**src/rtl/memofs_wrap_stage.sv**
```systemverilog
// Memory-offset stage: per-config N-D wrapping offset counters, shuffled and accumulated onto
// per-config start offsets, delivered through a small registered output FIFO.
module memofs_wrap_stage #(
   parameter  int N_CFG    = 4,
   parameter  int DIM      = 4,
   parameter  int GBW      = 32,
   parameter  int SHAMT_BW = 3,
   parameter  int DEPTH    = 2,
   localparam int CFG_BW   = $clog2(N_CFG + 1),
   localparam int DIM_BW   = $clog2(DIM),
   localparam int CNT_BW   = $clog2(DEPTH + 1)
) (
   input  logic                                  i_clk,
   input  logic                                  i_rst,
   input  logic                                  src_rdy,
   output logic                                  src_ack,
   input  logic [CFG_BW-1:0]                     i_id,
   input  logic [DIM-1:0]                        i_reset_flag,
   input  logic [DIM-1:0]                        i_add_flag,
   input  logic [DIM-1:0][SHAMT_BW-1:0]          i_shamt,
   input  logic [N_CFG-1:0][DIM-1:0][GBW-1:0]    i_steps,
   input  logic [N_CFG-1:0][DIM-1:0][GBW-1:0]    i_bounds,
   input  logic [N_CFG-1:0][DIM-1:0][GBW-1:0]    i_starts,
   input  logic [N_CFG-1:0][DIM-1:0][DIM_BW-1:0] i_shufs,
   input  logic                                  i_sum_all,
   input  logic                                  i_islast,
   input  logic                                  i_clear,
   output logic                                  dst_rdy,
   input  logic                                  dst_ack,
   output logic [DIM-1:0][GBW-1:0]               o_mofs,
   output logic [CFG_BW-1:0]                     o_id,
   output logic                                  islast_dval
);

   typedef struct packed {
      logic [DIM-1:0][GBW-1:0] mofs;
      logic [CFG_BW-1:0]       id;
      logic                    islast;
   } entry_t;

   logic [DIM-1:0][GBW-1:0]    cnt_q [N_CFG];
   logic [DIM-1:0][GBW-1:0]    cnt_d [N_CFG];
   logic [DIM-1:0][GBW-1:0]    raw, sel_steps, sel_bounds, sel_starts;
   logic [DIM-1:0][DIM_BW-1:0] sel_shufs;
   logic [DIM-1:0][GBW-1:0]    base, step_s, sum_t, nxt, lane;

   entry_t              mem_q [DEPTH];
   entry_t              mem_d [DEPTH];
   entry_t              new_entry;
   logic [CNT_BW-1:0]   count_q, count_d, wr_pos;
   logic                push, pop;

   assign src_ack     = src_rdy & ~i_rst & (count_q < CNT_BW'(DEPTH));
   assign dst_rdy     = (count_q != '0);
   assign push        = src_ack;
   assign pop         = dst_ack & dst_rdy;
   assign o_mofs      = mem_q[0].mofs;
   assign o_id        = mem_q[0].id;
   assign islast_dval = pop & mem_q[0].islast;

   // Bank select, counter step/wrap and lane reduction for the offered beat.
   // NOTE: every always_comb output gets a default first so no path can infer a latch.
   always_comb begin
      raw        = '0;
      sel_steps  = '0;
      sel_bounds = '0;
      sel_starts = '0;
      sel_shufs  = '0;
      for (int b = 0; b < N_CFG; b++) begin
         if (i_id == CFG_BW'(b)) begin
            raw        = cnt_q[b];
            sel_steps  = i_steps[b];
            sel_bounds = i_bounds[b];
            sel_starts = i_starts[b];
            sel_shufs  = i_shufs[b];
         end
      end
      for (int d = 0; d < DIM; d++) begin
         base[d]   = i_reset_flag[d] ? '0 : raw[d];
         step_s[d] = i_add_flag[d] ? (sel_steps[d] << i_shamt[d]) : '0;
         sum_t[d]  = base[d] + step_s[d];
         nxt[d]    = ((sel_bounds[d] != '0) && (sum_t[d] >= sel_bounds[d]))
                     ? sum_t[d] - sel_bounds[d] : sum_t[d];
      end
      for (int j = 0; j < DIM; j++)
         lane[j] = i_sum_all ? ((j == 0) ? sel_starts[0] : '0) : sel_starts[j];
      for (int i = 0; i < DIM; i++) begin
         if (i_sum_all)
            lane[0] = lane[0] + nxt[i];
         else
            for (int j = 0; j < DIM; j++)
               if (sel_shufs[i] == DIM_BW'(j))
                  lane[j] = lane[j] + nxt[i];
      end
      for (int b = 0; b < N_CFG; b++) begin
         cnt_d[b] = cnt_q[b];
         if (i_clear)
            cnt_d[b] = '0;
         else if (push && (i_id == CFG_BW'(b)))
            cnt_d[b] = nxt;
      end
   end

   // Shift FIFO with entry 0 as head; a pop that empties it leaves entry 0 untouched so the
   // outputs hold the last popped value.
   always_comb begin
      new_entry = '{mofs: lane, id: i_id, islast: i_islast};
      mem_d     = mem_q;
      wr_pos    = count_q - CNT_BW'(pop);
      count_d   = count_q + CNT_BW'(push) - CNT_BW'(pop);
      for (int k = 0; k < DEPTH - 1; k++)
         if (pop && ((k + 1) < int'(count_q)))
            mem_d[k] = mem_q[k + 1];
      for (int k = 0; k < DEPTH; k++)
         if (push && (wr_pos == CNT_BW'(k)))
            mem_d[k] = new_entry;
   end

   // NOTE: sequential state uses non-blocking assignments only, so every flop samples
   // pre-edge values regardless of block ordering.
   always_ff @(posedge i_clk or posedge i_rst) begin
      if (i_rst) begin
         count_q <= '0;
         // NOTE: the FIFO storage is reset too, because the head drives the outputs and
         // must read as zero out of reset.
         for (int k = 0; k < DEPTH; k++) mem_q[k] <= '0;
         for (int b = 0; b < N_CFG; b++) cnt_q[b] <= '0;
      end else begin
         count_q <= count_d;
         mem_q   <= mem_d;
         cnt_q   <= cnt_d;
      end
   end

endmodule

```
**config.mk**
```make
export PLATFORM = sky130hd
export DESIGN_NAME = memofs_wrap_stage
export DESIGN_NICKNAME = d
export VERILOG_FILES = /design/src/rtl/memofs_wrap_stage.sv
export SDC_FILE = /design/constraint.sdc
export NUM_CORES = 2
export LEC_CHECK = 0
export CAP_MARGIN = 20
export CORE_AREA = 2 2 668 670
export CTS_CLUSTER_SIZE = 24
export DETAILED_ROUTE_END_ITERATION = 8
export DIE_AREA = 0 0 670 672
export DONT_BUFFER_PORTS = 1
export HOLD_SLACK_MARGIN = 0.12
export SYNTH_ARGS = -nofsm -noshare
export SYNTH_HDL_FRONTEND = slang
export SYNTH_SLANG_ARGS = --single-unit
export TNS_END_PERCENT = 20
```
**constraint.sdc**
```tcl
create_clock -name i_clk -period 25.7 [get_ports i_clk]
set_clock_uncertainty 0.2 [all_clocks]
set_input_delay 1.285 -clock i_clk [delete_from_list [all_inputs] [get_ports i_clk]]
set_output_delay 1.285 -clock i_clk [all_outputs]
set_load 0.01 [all_outputs]
```
==> flow_metrics.py <==
metrics = {
    "sta": {
        "fmaxAchievable_ghz": 0.0528,
        "tightest_slew_ps": 1830,
        "setup_tns_ps": 0,
        "slew_headroom_pct": -22.0,
        "timing.final.crit_share_pct": 73.7,
        "hold_viol": 0,
        "slew_violations": 275,
        "setup_slack_ps": 6770,
        "layout_min_cycle_time_ps": 18930,
        "setup_viol": 0,
        "rsz0062_at_grt": "no",
    },
    "layout": {
        "syn_to_final_growth_pct": 12.0,
        "layout_commonest_cell": "nor2_1",
        "instances_no_fill": 18843,
        "nets": 13940,
        "drive_gt1_share_pct": 8.84,
        "layout_common_cells": "1704 x nor2_1, 1156 x nand2_1, 1032 x a21oi_1, 778 x dfrtp_1, 775 x o21ai_0",
        "utilization_pct": 23.8,
    },
    "power_and_ir_drop": {
        "p_int_mw": 4.29,
        "power_frac_comb_pct": 66.3,
        "swShare_pct": 52.4,
        "powerDensity_nw_per_um2": 85.2,
        "power.share.clock_pct": 14.9,
        "power_frac_seq_pct": 18.8,
        "leakage_nw": 44.3,
        "ir_drop_uv": 90.0,
        "switchingPower_mw": 4.73,
    },
    "die": {
        "dieArea_um2": 450000,
        "pin_count": 1732,
        "core-area_um2": 444000,
        "rows": 245,
        "initial_core_util_pct": 21.3,
        "fp.dieW_um": 670,
        "die_y_um": 672,
    },
    "setup_path": {
        "max_stage_delay_ps": 1080,
        "crit_path_start_kind": "input port",
        "crit_path_end_kind": "flop",
        "cp.arrival_ps": 19290,
        "cpMostUsedCell": "a21oi_1",
        "worst-path-max-fanout": 549,
        "worstSetupPathType": "in2reg",
        "cp.required_ps": 26060,
        "cp_slowest_cell": "a2111oi_0",
    },
    "route": {
        "postRouteAntennaNets": 0,
        "drtIter0Drc": 12156,
        "via_per_inst": 5.44,
        "drtPass1Iterations": 8,
        "wire_per_inst_um": 35.5,
        "route.detailed.drc": 0,
        "vias": 102537,
        "routed_wl_um": 669000,
    },
    "synthesis": {
        "post_synth.cell_area_avg_um2": 7.77,
        "ys_seq_area_share_pct": 20.6,
        "synth_mux_area_share_pct": 12.4,
        "synth_xor_area_share_pct": 5.99,
        "synth.distinct_cells": 88,
        "synth_compound_area_share_pct": 26.0,
        "async_flop_share_pct": 100,
        "synth_warnings": 0,
        "synth_seq_cells": 778,
        "synth_edf_count": 0,
        "synthFlopType": "dfrtp_1",
        "synthSimpleGateAreaFrac_pct": 18.9,
        "syn_area_um2": 94400,
        "synth_top_family_by_area": "compound AO/OA/AOI/OAI gates",
        "syn_inst": 12158,
        "synth_nets": 14530,
        "synth_fa_ha_area_share_pct": 10.4,
    },
    "status": {
        "violations": "max-slew violations",
        "status": "finished with violations",
    },
    "grt": {
        "grt_max_degree": 550,
        "antenna_found_initial": 609,
        "grt_pass1_vias": 89362,
        "track_usage_pct": 28.2,
        "grt_pass1_wl_um": 852000,
        "grt_overflow": 0,
    },
    "clock_network": {
        "cts_buffers": 92,
        "cts_setup_buffers": 0,
        "clk_pin_slew_ps": 60,
        "cts_root_buffer": "clkbuf_16",
        "cts-resized-gates": 0,
        "tritoncts": "done",
        "clock_path_buffers": 3,
        "cts.htree.levels": 3,
        "clk_latency_ps": 760,
        "clkSinkCount": 778,
        "ctsHoldBuffers": 0,
    },
    "min_path": {
        "hp-class": "reg2reg",
    },
    "place": {
        "gp_congestion": 1.07,
        "dp_cells": 17395,
        "dp_hpwl_um": 555000,
        "numPortBuffers": 0,
        "preCtsSetupSlack_ps": 7530,
    },
    "run": {
        "max-cap-violations": 0,
    },
}
final cells by class:
cell class	instances	area [µm²]
tap	5928	7420
fill	49441	338000
clock buffer	125	2570
antenna	1281	3210
inverter	367	1400
clock inverter	35	445
multi-input combinational	10160	69900
timing repair buffer	169	1370
sequential	778	19500
cell usage after synthesis, types with 127 or more instances:
library cell     n  area [µm²]
nand2_1       1160        4350
ha_1           750        9380
buf_4          155        1160
nor3_1         354        1770
mux4_2         250        5630
mux2i_1        267        2670
mux2_2         305        3430
a211oi_1       426        3200
nand3_1        166         831
o22ai_1        239        1500
xnor2_1        411        3600
inv_1          362        1360
nor2_1        1720        6460
o21ai_0        780        3900
clkbuf_1       523        1960
a21o_1         338        2540
a21oi_1       1043        5220
and3_1         127         795
xor2_1         222        1940
dfrtp_1        778       19500
worst paths after layout:
path                                     endpoint  cells after the start  slack, ps                   start
setup / recovery           o_mofs[95]$_DFFE_PP0P_                     62       6770                 i_id[1]
hold / removal              mem_q[76]$_DFFE_PP0P_                      2        280   mem_q[76]$_DFFE_PP0P_
setup reg to reg           o_mofs[95]$_DFFE_PP0P_                     65       8480  cnt_q[384]$_DFFE_PP0P_
hold reg to reg             mem_q[76]$_DFFE_PP0P_                      2        280   mem_q[76]$_DFFE_PP0P_
max in group asynchronous  cnt_q[268]$_DFFE_PP0P_                      6      20040                   i_rst
min in group asynchronous  mem_q[132]$_DFFE_PP0P_                      1        370                   i_rst
cell families (layout without fill, tap and decap cells):
| group | count (synthesis) | count (layout) |
|---|---|---|
| buf+inv | 1220 | 696 |
| compound gates | 3850 | 3850 |
| simple gates | 4075 | 4075 |
| mux | 823 | 823 |
| fa+ha+maj | 774 | 774 |
| flops | 778 | 778 |
| other cells | 0 | 1281 |
| xor+xnor | 638 | 638 |
flip-flops by register name, summed over array words and instances, names as in the netlist:
register and count:
o_id 3, cnt_q 512, mem_q 133, o_mofs 128, count_q 2
power by group through the flow:
stage / clock network [mW] / registers [mW] / logic (mW)
2_1_floorplan: 0 / 1.51 / 4.20
3_3_place_gp: 0 / 1.74 / 5.76
3_5_place_dp: 0 / 1.75 / 5.78
4_1_cts: 1.36 / 1.73 / 5.82
5_1_grt: 1.41 / 1.73 / 6.43
6_report: 1.34 / 1.70 / 5.97
worst max-delay path: cells and delay by family:
family	cells	cell delay [ps]
AOI/OAI and AO/OA	33	8180
and+or+nand+nor	11	2060
buffers and inverters	4	2410
muxes	1	640
adders and majority gates	6	2350
xor gates and xnor gates	7	1500
routing by layer:
| layer | vias up | wire length [µm] | part of all wire, % | track usage [%] |
|---|---|---|---|---|
| met5 | - | 768 | 0.11 | 0.266 |
| met4 | 106 | 71900 | 11 | 29.2 |
| met3 | 1797 | 61000 | 9.1 | 8.21 |
| met2 | 6494 | 311000 | 46 | 44.6 |
| met1 | 49526 | 225000 | 34 | 29.3 |
| li1 | 44614 | - | - | - |
stage by stage:
step	hold slack [ps]	power, mW	area (µm²)
final	276	9.01	106000
after global routing	303	9.56	105000
after CTS	277	8.91	102000
after detailed placement	262	7.53	99400
after global placement	258	7.51	99400
after floorplan	238	5.71	94400
No activity file was read; power rests on OpenSTA's default activity.
